**src/rtl/cpu_trace_monitor.sv**
```systemverilog
// Instruction-trace monitor for the cpu2 retire stream: ring-buffer capture after arm,
// stop on count limit or halt opcode, then stall the core and drain oldest-first.
module cpu_trace_monitor #(
    parameter int          DEPTH      = 8,
    parameter int          PC_W       = 32,
    parameter int          ADDR_W     = 32,
    parameter int          CNT_W      = 17,
    parameter int          LIMIT      = 16,
    parameter int          HALT_EN    = 1,
    parameter logic [31:0] HALT_INSTR = 32'h0000000c
) (
    input  logic                        clk,
    input  logic                        reset,
    input  logic                        ret,
    input  logic [PC_W-1:0]             pc,
    input  logic [31:0]                 instr,
    input  logic [4:0]                  reg_waddr,
    input  logic [ADDR_W-1:0]           dm_addr,
    input  logic                        arm,
    output logic                        rd_valid,
    input  logic                        rd_ready,
    output logic [PC_W+32+5+ADDR_W-1:0] rd_data,
    output logic [CNT_W-1:0]            count,
    output logic                        cpu_stall,
    output logic                        halted,
    output logic [1:0]                  state
);
    localparam int DW     = PC_W + 32 + 5 + ADDR_W;
    localparam int PTR_W  = $clog2(DEPTH);
    localparam int FILL_W = $clog2(DEPTH + 1);

    typedef enum logic [1:0] {
        S_IDLE    = 2'd0,
        S_CAPTURE = 2'd1,
        S_DRAIN   = 2'd2,
        S_DONE    = 2'd3
    } state_t;

    state_t              r_state, w_state_nxt;
    logic [PTR_W-1:0]    r_wr_ptr, w_wr_ptr_nxt, r_rd_ptr, w_rd_ptr_nxt;
    logic [FILL_W-1:0]   r_fill, w_fill_nxt, r_rem, w_rem_nxt;
    logic [CNT_W-1:0]    r_count, w_count_nxt;
    logic [DW-1:0]       r_mem [DEPTH];

    logic                w_cap, w_stop, w_hs;
    logic [PTR_W-1:0]    w_wr_inc;
    logic [FILL_W-1:0]   w_fill_inc;
    logic [CNT_W-1:0]    w_cnt_inc;

    assign w_cap      = (r_state == S_CAPTURE) && ret;
    assign w_wr_inc   = r_wr_ptr + PTR_W'(1);
    assign w_fill_inc = (r_fill == FILL_W'(DEPTH)) ? r_fill : r_fill + FILL_W'(1);
    assign w_cnt_inc  = (&r_count) ? r_count : r_count + CNT_W'(1);
    // Stop test uses the post-increment count so the triggering instruction is included.
    assign w_stop     = ((LIMIT != 0) && (w_cnt_inc == CNT_W'(LIMIT))) ||
                        ((HALT_EN != 0) && (instr == HALT_INSTR));
    assign w_hs       = rd_valid && rd_ready;

    assign rd_valid  = (r_state == S_DRAIN) && (r_rem != '0);
    assign rd_data   = r_mem[r_rd_ptr];
    assign count     = r_count;
    assign cpu_stall = (r_state == S_DRAIN) || (r_state == S_DONE);
    assign halted    = (r_state == S_DONE);
    assign state     = r_state;

    always_comb begin
        w_state_nxt  = r_state;
        w_wr_ptr_nxt = r_wr_ptr;
        w_rd_ptr_nxt = r_rd_ptr;
        w_fill_nxt   = r_fill;
        w_rem_nxt    = r_rem;
        w_count_nxt  = r_count;
        case (r_state)
            S_IDLE, S_DONE: begin
                if (arm) begin
                    w_state_nxt  = S_CAPTURE;
                    w_wr_ptr_nxt = '0;
                    w_rd_ptr_nxt = '0;
                    w_fill_nxt   = '0;
                    w_rem_nxt    = '0;
                    w_count_nxt  = '0;
                end
            end
            S_CAPTURE: begin
                if (ret) begin
                    w_wr_ptr_nxt = w_wr_inc;
                    w_fill_nxt   = w_fill_inc;
                    w_count_nxt  = w_cnt_inc;
                    if (w_stop) begin
                        // Once wrapped, the oldest entry sits at the next write slot.
                        w_state_nxt  = S_DRAIN;
                        w_rd_ptr_nxt = (w_fill_inc < FILL_W'(DEPTH)) ? '0 : w_wr_inc;
                        w_rem_nxt    = w_fill_inc;
                    end
                end
            end
            S_DRAIN: begin
                if (r_rem == '0) begin
                    w_state_nxt = S_DONE;
                end else if (w_hs) begin
                    w_rd_ptr_nxt = r_rd_ptr + PTR_W'(1);
                    w_rem_nxt    = r_rem - FILL_W'(1);
                    if (r_rem == FILL_W'(1)) w_state_nxt = S_DONE;
                end
            end
            default: w_state_nxt = S_IDLE;
        endcase
    end

    always_ff @(posedge clk) begin
        if (reset) begin
            r_state  <= S_IDLE;
            r_wr_ptr <= '0;
            r_rd_ptr <= '0;
            r_fill   <= '0;
            r_rem    <= '0;
            r_count  <= '0;
        end else begin
            r_state  <= w_state_nxt;
            r_wr_ptr <= w_wr_ptr_nxt;
            r_rd_ptr <= w_rd_ptr_nxt;
            r_fill   <= w_fill_nxt;
            r_rem    <= w_rem_nxt;
            r_count  <= w_count_nxt;
        end
    end

    always_ff @(posedge clk) begin
        if (w_cap) r_mem[r_wr_ptr] <= {pc, instr, reg_waddr, dm_addr};
    end
endmodule

```
**config.mk**
```make
export PLATFORM = sky130hd
export DESIGN_NAME = cpu_trace_monitor
export DESIGN_NICKNAME = d
export VERILOG_FILES = /design/src/rtl/cpu_trace_monitor.sv
export SDC_FILE = /design/constraint.sdc
export NUM_CORES = 1
export LEC_CHECK = 0
export CAP_MARGIN = 20
export CORE_ASPECT_RATIO = 1.2
export CORE_MARGIN = 5
export CORE_UTILIZATION = 29
export DETAILED_ROUTE_END_ITERATION = 8
export RECOVER_POWER = 25
export REMOVE_ABC_BUFFERS = 1
export SLEW_MARGIN = 10
export SYNTH_ARGS = -nofsm -noshare
export SYNTH_HDL_FRONTEND = slang
export SYNTH_SLANG_ARGS = --single-unit
```
**constraint.sdc**
```tcl
create_clock -name clk -period 8.8 [get_ports clk]
set_clock_uncertainty 0.05 [all_clocks]
set_input_delay 1.76 -clock clk [delete_from_list [all_inputs] [get_ports clk]]
set_output_delay 1.76 -clock clk [all_outputs]
set_load 0.05 [all_outputs]
```
[Word-level counts from Yosys, hierarchy flattened]
Memory sizes are Yosys's and may differ from the RTL's. A register that Yosys moved wholly into a read port is not among the register bits.
Cells that the tools add are included.
Word-level totals
  flip-flop bits (word level): 33
  bits in writable memories: 808
  bits of input ports: 106
  logic and storage cells: 74
  memories: 1
Memories
  r_mem: depth 8, bits a word 101, rd ports 1, clocked after memory_dff 1, write ports 1, RTL line 43  | logic [DW-1:0] r_mem [DEPTH];
Operators by class
  add/subtract/negate cells: 5
  $lt $le $gt $ge: 1
  eq/ne operators: 14
  muxes and demuxes: 33
  reductions and logical operators: 14
Operators by type and width (count)
  17-bit two-way mux: 3
  17-bit one-hot mux with 2 select lines: 1
  32-bit by 4-bit equality test with 1-bit output, second input constant: 1
  4-bit two-way mux: 7
  3-bit two-way mux: 9
  17-bit by 1-bit adder with 17-bit output, second input constant: 1
  17-bit by 5-bit equality test with 1-bit output, second input constant: 1
  17-bit AND reduction: 1
  2-bit two-way mux: 6
  4-bit one-hot mux with 3 select lines: 1
  2-bit != test, second input constant: 5
  5-bit AND reduction: 2
  3-bit one-hot mux with 3 select lines: 1
  4-bit one-hot mux with 2 select lines: 1
  3-bit by 1-bit adder with 3-bit output, second input constant: 2
  2-bit one-hot mux with 3 select lines: 1
  3-bit one-hot mux with 2 select lines: 1
  4-bit by 1-bit adder with 4-bit output, second input constant: 1
  2-bit equality test, second input constant: 2
  4-bit by 1-bit equality test with 1-bit output, second input constant: 1
  4-bit equality test, second input constant: 1
  4-bit zero test: 1
  4-bit < comparator, second input constant: 1
  4-bit nonzero test: 1
  11 further kinds: 15

[Longest topological paths before layout]
  word-level depth: 9
  mapped depth: 9
  depth with buffers taken out: 9

[Worst setup path before layout]
Ideal clock, no wire load.
  path type: input-to-reg
  from: input ret
  to: memory r_mem[0][0] (netlist bit), enable pin
  library setup time: 0.684 ns
  arrival: 8.737 ns
  data required time: 8.066 ns
  slack: -0.672 ns
  stages: 2
  buffers on the path: 0
  cell sequence: nand3b_1 nor3_1
On the way
  longest elaborated chain between the ends: 3
Ends and longest elaborated chain
  from (decl): RTL line 14  | input logic ret,
  1-bit logical AND: RTL line 50  | assign w_cap = (r_state == S_CAPTURE) && ret;
  1-bit two-way mux: RTL line 129  | if (w_cap) r_mem[r_wr_ptr] <= {pc, instr, reg_waddr, dm_addr};
  1-bit two-way mux (not written as such): RTL line 129
  to (decl): RTL line 43
Every way passes these cells.

==> impl_metrics.csv <==
group,metric,value,unit
status,outcome,"completed",
critical_path,worstPathArrival,3900,ps
critical_path,worstPathRequired,6990,ps
critical_path,crit_buf_inv,2,
critical_path,r2r-start,"state[0]$_SDFFE_PP0P_",
logic_synthesis,avgSynthCellArea,21.9,um2
pwr,powerDensity,240,nW/um2
clock_network,insertion_delay,660,ps
critical_path,crit_type,"register to output port",
timing,setup_viol,0,
die,start_util,0.293,
timing,min_period,5710,ps
place,postPlaceCellArea,36700,um2
critical_path,path_max_fanout,89,
worst_hold_path,holdPathStages,2,
place,io_buffers,228,
timing,worst_slew_pin_slew,1070,ps
critical_path,end_kind,"output port",
timing,fin_crit_sh,0.649,
worst_hold_path,hp-class,"register to register",
global_routing,antenna_found_initial,15,
global_routing,grt_first_pass_wirelength,109000,um
timing,finalHoldViolCount,0,
clock_network,cts.sinks,844,
clock_network,cts_buffers,89,
global_routing,overflow,0,
timing,slew_viol_final,0,
layout,fill_cells,10300,
logic_synthesis,synth_area,32600,um2
die,die_x,316,um
clock_network,clk_pin_slew_worst_paths,60,ps
logic_synthesis,yosysTopAreaCellShare,0.745,
flow_run,drv_cap,0,
logic_synthesis,synthFlopType,"edfxtp_1",
critical_path,cp_cell_sequence,"buf_12 -> mux4_2 -> mux2_2 -> clkdlybuf4s50_1",
layout,fin_nets,1869,
routing,drc_errors,0,
die,core_area,111000,um2
place,gp_congestion,0.800,
logic_synthesis,syn_inst,1488,
critical_path,rr_worst_depth,9,
clock_network,post_cts_resized,0,
critical_path,slowest_stage,"dfxtp_4",
routing,drt_iter0_drc,1028,
clock_network,cts_tree,"done",
global_routing,grt_pass1_vias,16900,
layout,multi_input_area,7290,um2
global_routing,grt_use_total,0.123,
routing,drt_wl_total,73400,um
layout,syn_to_final_growth,21.6,%
place,dp_hpwl,38700,um
clock_network,htreeDepth,3,
logic_synthesis,synthArstFlopShare,0,
logic_synthesis,synth_area_leaders,"edfxtp_1 75%, mux4_2 14%, mux2_2 3.5%, dfxtp_1 2.2%, clkbuf_1 0.58%",
logic_synthesis,ys_seq_elements,844,
logic_synthesis,synth_warnings,0,
layout,regArea,25000,um2
clock_network,holdBufCountCts,0,
clock_network,cts_buffer_depth,3,
routing,vias,15500,
timing,rsz0062_at_grt,"false",
pwr,power_leakage,11.8,nW
routing,vias_per_cell,4.66,
worst_hold_path,holdPathEnd,"r_fill[3]$_SDFFE_PP0P_",
pwr,total_power,9.49,mW
routing,ant_nets,0,
die,io_pins,229,
logic_synthesis,seq_area_frac_synth,0.767,
die,die-area,119000,um2
timing,slew_headroom,0.286,
layout,stdcell_area,39600,um2
die,fp.dieH,377,um
clock_network,postCtsSetupBuffers,0,
pwr,vdd_drop_max,0.202,mV
critical_path,cp-start-kind,"register",
die,rows,134,
routing,first_pass_iters,4,
critical_path,cp_slowest_stage_delay,770,ps
clock_network,cts-root-buf,"clkbuf_16",
critical_path,r2r_setup_slack,5210,ps
logic_synthesis,synth_top_area_cell,"edfxtp_1",
timing,fmax,0.175,GHz
global_routing,grt_max_degree,115,
layout,drive_above_1_share,0.263,
timing,hold_ws,442,ps
layout,final_util,0.356,
worst_hold_path,holdCritStartpoint,"r_fill[3]$_SDFFE_PP0P_",
routing,wl_per_cell,22.0,um
logic_synthesis,ys_types,56,
logic_synthesis,synth_edf_count,808,
critical_path,crit_family,"buffers and inverters",
cell usage after synthesis (all sizes together), types with 9 or more instances:
master and count:
ha 12, a21oi 36, mux2 101, buf 28
nand2 33, dfxtp 36, mux4 202, nor3 12
nand3 14, nor2 28, nand2b 9, o21ai 22
edfxtp 808, clkbuf 50
registers in the layout (all words and copies together) (netlist names), named ones only:
name / flops
r_rd_ptr: 3
r_wr_ptr: 3
r_fill: 4
r_mem: 808
count: 17
r_rem: 4
state: 2
layout make-up:
| cell class | count | area share |
|---|---|---|
| Clock inverter | 55 | 0.0122 |
| Sequential cell | 844 | 0.631 |
| Antenna cell | 10 | 0.000632 |
| Tap cell | 1496 | 0.0473 |
| Timing Repair Buffer | 250 | 0.0643 |
| Multi-Input combinational cell | 558 | 0.184 |
| Clock buffer | 108 | 0.0594 |
| Inverter | 8 | 0.000758 |
power by group:
| group | internal (mW) | switching, mW | leakage (nW) |
|---|---|---|---|
| logic | 0.492 | 0.825 | 2.88 |
| clock network | 2.09 | 1.52 | 1.38 |
| registers | 4.51 | 0.0419 | 7.57 |
| total | 7.10 | 2.39 | 11.8 |
layer usage:
layer | up-vias | wire length (um) | global-route usage
met3 | 90 | 4820 | 0.0339
met2 | 407 | 36300 | 0.203
met4 | 8 | 1390 | 0.0369
li1 | 6799 | - | -
met1 | 8219 | 30900 | 0.158
met5 | - | 57 | 0
cell families (layout without fill, tap and decap cells):
kind of cell    Yosys count  in the layout  synth area share
fa+ha+maj                12             12           0.00461
compound gates           93             93            0.0178
buf+inv                  86            421            0.0107
xor+xnor                  7              7           0.00188
other cells               0             10                 0
flops                   844            844             0.767
simple gates            143            143            0.0231
mux                     303            303             0.175
placed cells by master (no fill, tap or decap), types with 6 or more instances in the layout:
cell type	Yosys	layout
o21ai_0	21	21
nor2_4	0	6
nand3_1	14	14
nor4_1	8	8
buf_12	0	8
clkbuf_1	50	16
nand2b_1	9	9
nand2_1	32	32
inv_1	8	8
mux4_2	202	202
diode_2	0	10
a21oi_1	36	36
ha_1	12	12
nor3_1	12	10
clkinv_1	0	15
inv_6	0	6
clkdlybuf4s50_1	0	168
mux2_2	101	101
bufinv_16	0	6
a31oi_1	6	6
buf_4	3	14
edfxtp_1	808	808
dfxtp_1	36	33
nand4_1	6	6
nor2_1	28	22
clkinv_2	0	18
dlygate4sd3_1	0	60
clkbuf_16	0	91
stage by stage:
| step | setup WS (ps) | std cells | TNS, ps |
|---|---|---|---|
| after floorplan | -2340 | 1410 | -372800 |
| final | 3090 | 3329 | 0 |
| after global routing | 2790 | 3323 | 0 |
| after detailed placement | 3640 | 3156 | 0 |
| after CTS | 2940 | 3319 | 0 |
| after global placement | 3530 | 3156 | 0 |
worst max-delay path by stage:
stage	start	endpoint	depth (start not counted)
6_report	register	rd_data[57]	4
5_1_grt	register	rd_data[57]	4
2_1_floorplan	register	rd_data[0]	2
4_1_cts	register	rd_data[57]	4
3_5_place_dp	instr[18]	register	8
3_3_place_gp	instr[18]	register	8
worst reg2reg max path: cells and delay by family (launching register included):
kind,cells,cell delay [ps]
AOI/OAI and AO/OA,5,1880
adders and majority gates,1,410
buffers and inverters,1,70
DFF,1,430
and+or+nand+nor,2,680
(Power assumes the default switching activity.)
==> edit 1: new RTL, config.mk and constraints unchanged <==
Set the parameter `HALT_EN` to 0 (it was 1).
--- a/src/rtl/cpu_trace_monitor.sv
+++ b/src/rtl/cpu_trace_monitor.sv
@@ -6,7 +6,7 @@
     parameter int          ADDR_W     = 32,
     parameter int          CNT_W      = 17,
     parameter int          LIMIT      = 16,
-    parameter int          HALT_EN    = 1,
+    parameter int          HALT_EN    = 0,
     parameter logic [31:0] HALT_INSTR = 32'h0000000c
 ) (
     input  logic                        clk,
Function: not settled (the Yosys comparison gave no result); the edit may change what the design does.
==> edit 1 against the unedited design <==
- sequential power is essentially flat
- via count grew 0.57%
- synthesized area is essentially flat
- power grew 2.9%
- sequential cell count is the same
- design area grew 0.27%
- non-clock buffer count grew 11
- die area is essentially flat
- worst setup slack gained 0.0090 ns
- critical endpoint is now rd_data[86]
- wire length grew 0.15%
==> edit 1: results (changes against the unedited design) <==
r2r_cells: 5  # was 9
netlist_top_cells_count: "edfxtp_1, mux4_2, mux2_2, clkbuf_1"  # unchanged
start_kind: "flip-flop"  # unchanged
hold_end: "r_fill[3]$_SDFFE_PP0P_"  # unchanged
yosysSeqAreaShare: 0.768  # was 0.767
place_area_um2: 36700  # about the same
gp_congestion: 0.781  # was 0.800
layout.nets: 1883  # was 1869
r2r_setup_slack_ns: 5.44  # was 5.21 ns
timing.rr.start: "state[0]$_SDFFE_PP0P_"  # unchanged
status: "completed"  # unchanged
io_buffers: 228  # unchanged
cts_buffers: 86  # was 89
largest_reg_flops: 808  # unchanged
ys_warn_count: 0  # unchanged
antenna_found_initial: 17  # was 15
synth-compound-area-share: 0.0169  # was 0.0178
drt-initial-drc-count: 1243  # was 1028
drive_above_1_share: 0.266  # was 0.263
first_pass_iters: 5  # was 4
grt_max_degree: 79  # was 115
synth-xor-area-share: 0.00269  # was 0.00188
internal_power_w: 0.00726  # was 0.00710 W
p_leak_nw: 11.9  # was 11.8 nW
synthAdderAreaFrac: 0.00461  # about the same
cp_max_fo: 64  # was 89
ir_drop_uv: 179  # was 202 uV
hpwl_mm: 41.3  # was 38.7 mm
grt_usage: 0.123  # about the same
wl_per_cell_um: 22.0  # about the same
grt_pass1_vias: 17100  # was 16900
worst_pin_slew_ns: 1.16  # was 1.07 ns
ys_top_cells_by_area: "edfxtp_1, mux4_2, mux2_2, dfxtp_1, a21oi_1"  # was edfxtp_1, mux4_2, mux2_2, dfxtp_1, clkbuf_1
synthMuxAreaShare: 0.175  # about the same
ys_types: 53  # was 56
vias: 15600  # was 15500
grt_pass1_wl_mm: 110  # was 109 mm
endpoint: "rd_data[86]"  # was rd_data[57]
==> edit 1: changes by cell type in the layout (fill, tap and decap cells not counted), sizes merged, moves of 5 or more <==
cell / delta
diode: -5
nor2b: +6
nor4: -5
clkbuf: -11
bufinv: +6
a31oi: -5
buf: +11
==> edit 1: routing by layer <==
metal	GRT usage	share of wire	up-vias
met5	0	0.00083	-
met4	0.0407	0.023	10
met3	0.0316	0.061	122
met2	0.209	0.50	428
met1	0.155	0.42	8257
li1	-	-	6795
==> edit 1: area by class of cell <==
class | count | area [um2]
Sequential cell | 844 | 25000
Inverter | 11 | 41.3
Fill cell | 10300 | 71600
Clock buffer | 97 | 2210
Antenna cell | 5 | 12.5
Multi-Input combinational cell | 561 | 7290
Clock inverter | 60 | 721
Timing Repair Buffer | 261 | 2550
Tap cell | 1496 | 1870
==> edit 1: worst max-delay path, stage by stage, from the launching register on <==
cell and delay (ns):
dfxtp_4 0.81, buf_4 0.82, mux4_2 0.41, mux2_2 0.28, clkdlybuf4s50_1 0.75
==> edit 1: per-stage QoR <==
step / instances / utilization / hold WS (ns) / setup TNS (ns) / worst slack (ns)
final: 3335 / 0.357 / 0.457 / 0 / 3.09
after global placement: 3173 / 0.330 / 0.427 / 0 / 3.76
after CTS: 3330 / 0.356 / 0.462 / 0 / 2.95
after detailed placement: 3173 / 0.330 / 0.437 / 0 / 3.72
after global routing: 3331 / 0.356 / 0.492 / 0 / 2.91
after floorplan: 1416 / - / 0.406 / -396.31 / -2.34
==> edit 1: power groups by stage <==
stage	registers [W]	clock network, W	logic [W]
floorplan	0.00474	0	0.000973
global placement	0.00464	0	0.00145
detailed placement	0.00465	0	0.00147
CTS	0.00457	0.00387	0.00148
global route	0.00457	0.00403	0.00154
finish	0.00457	0.00375	0.00144
==> edit 2: new RTL, same flow settings <==
Made on the original files. Put one more register stage on the output `count`, with the module's reset. The value now appears one clock later. The other outputs are not delayed to match.
--- a/src/rtl/cpu_trace_monitor.sv
+++ b/src/rtl/cpu_trace_monitor.sv
@@ -58,7 +58,13 @@
 
     assign rd_valid  = (r_state == S_DRAIN) && (r_rem != '0);
     assign rd_data   = r_mem[r_rd_ptr];
-    assign count     = r_count;
+    always_ff @(posedge clk) begin
+        if (reset) begin
+            count <= '0;
+        end else begin
+            count <= r_count;
+        end
+    end
     assign cpu_stall = (r_state == S_DRAIN) || (r_state == S_DONE);
     assign halted    = (r_state == S_DONE);
     assign state     = r_state;
Check against the original RTL: not equivalent (a bounded check fails within 4 cycles, from zero or initial values and one cycle with reset high).
==> edit 2 against the unedited design <==
- global-route usage about the same
- wire length rose by 3.1%
- register-to-register slack gained 0.28 ns
- via count grew 2.1%
- sequential share of layout area increased by 0.098 points
- utilization is 0.16 points lower
- clock power is essentially flat
- worst hold slack better by 0.0036 ns
- count of clock-buffer cells in the layout grew 7
- synthesized area grew 1.6%
- worst setup slack got worse by 0.23 ns
- sequential cell count up 17
- design area is 1.2% higher
- power fell by 1.2%
==> edit 2: results (changes against the unedited design) <==
grtUsageMet2: 0.207  # was 0.203
clock_power_share: 0.386  # was 0.381
wl_met2_mm: 37.7  # was 36.3 mm
grt_pass1_vias: 17300  # was 16900
grt_pass1_wl_mm: 113  # was 109 mm
avgViaCountPerCell: 4.70  # was 4.66
synth-edff-count: 808  # unchanged
arrival_ns: 4.14  # was 3.90 ns
cp_max_fo: 40  # was 89
status: "completed"  # unchanged
p_leak_nw: 12.0  # was 11.8 nW
drive_above_1_share: 0.249  # was 0.263
netlist_top_cells_count: "edfxtp_1, mux4_2, mux2_2, dfxtp_1, clkbuf_1"  # was edfxtp_1, mux4_2, mux2_2, clkbuf_1
ys_types: 57  # was 56
ys_top_cells_by_area: "edfxtp_1, mux4_2, mux2_2, dfxtp_1, clkbuf_1"  # unchanged
drt-initial-drc-count: 1057  # was 1028
internal_power_w: 0.00709  # was 0.00710 W
layout.nets: 1904  # was 1869
pwr-share-seq: 0.494  # was 0.480
grt_usage: 0.123  # about the same
pre_cts_ws_ns: 3.40  # was 3.64 ns
grt_max_degree: 131  # was 115
met1_length_mm: 31.7  # was 30.9 mm
ys_warn_count: 0  # unchanged
route.met3.wl_mm: 4.70  # was 4.82 mm
slowest_delay_ns: 0.91  # was 0.77 ns
grt_use_met3: 0.0325  # was 0.0339
hpwl_mm: 39.3  # was 38.7 mm
clkLatencyLatePin_ns: 0.68  # was 0.66 ns
first_pass_iters: 5  # was 4
worst_pin_slew_ns: 1.10  # was 1.07 ns
cts_buffers: 88  # was 89
yosysSeqAreaShare: 0.765  # was 0.767
-- edit 2: stage by stage --
stage	std cells	setup TNS [ns]	cell area, um2	total power [W]
2_1_floorplan	1451	-396.71	32800	0.00549
3_3_place_gp	3203	0	37300	0.00584
3_5_place_dp	3203	0	37300	0.00586
4_1_cts	3364	0	40100	0.00953
5_1_grt	3364	0	40100	0.00973
6_report	3368	0	40100	0.00938
-- edit 2: kinds of logic (layout without fill, tap and decap cells) --
| logic type | count (synthesis) | count (layout) | share of synthesized area |
|---|---|---|---|
| flops | 861 | 861 | 0.765 |
| xor+xnor | 5 | 5 | 0.00132 |
| mux | 311 | 311 | 0.175 |
| simple gates | 158 | 158 | 0.0249 |
| buf+inv | 96 | 418 | 0.0116 |
| other cells | 0 | 4 | 0 |
| compound gates | 92 | 92 | 0.0177 |
| fa+ha+maj | 12 | 12 | 0.00454 |
-- edit 2: path summary, 6_finish.rpt --
path                                  from                  endpoint  slack [ns]  depth (start not counted)
hold reg to reg   r_wr_ptr[1]$_SDFFE_PP0P_  r_wr_ptr[1]$_SDFFE_PP0P_        0.45                          2
hold / removal    r_wr_ptr[1]$_SDFFE_PP0P_  r_wr_ptr[1]$_SDFFE_PP0P_        0.45                          2
setup / recovery                 flip-flop               rd_data[56]        2.85                          4
setup reg to reg     state[0]$_SDFFE_PP0P_                 flip-flop        5.49                          9
-- edit 2: cell type report --
cell class | instances | area (um2)
clock buffers | 115 | 2370
diodes | 4 | 10.0
inverters | 12 | 45.0
multi-input cells | 578 | 7450
clock inverters | 46 | 432
flip-flops and latches | 861 | 25300
well taps | 1507 | 1890
fillers | 10400 | 73100
repair buffers | 245 | 2550
-- edit 2: critical path, delay by kind of cell, from the launching register on --
kind | cells | cell delay, ns
buffers and inverters | 2 | 1.58
muxes | 2 | 0.87
DFF | 1 | 0.91
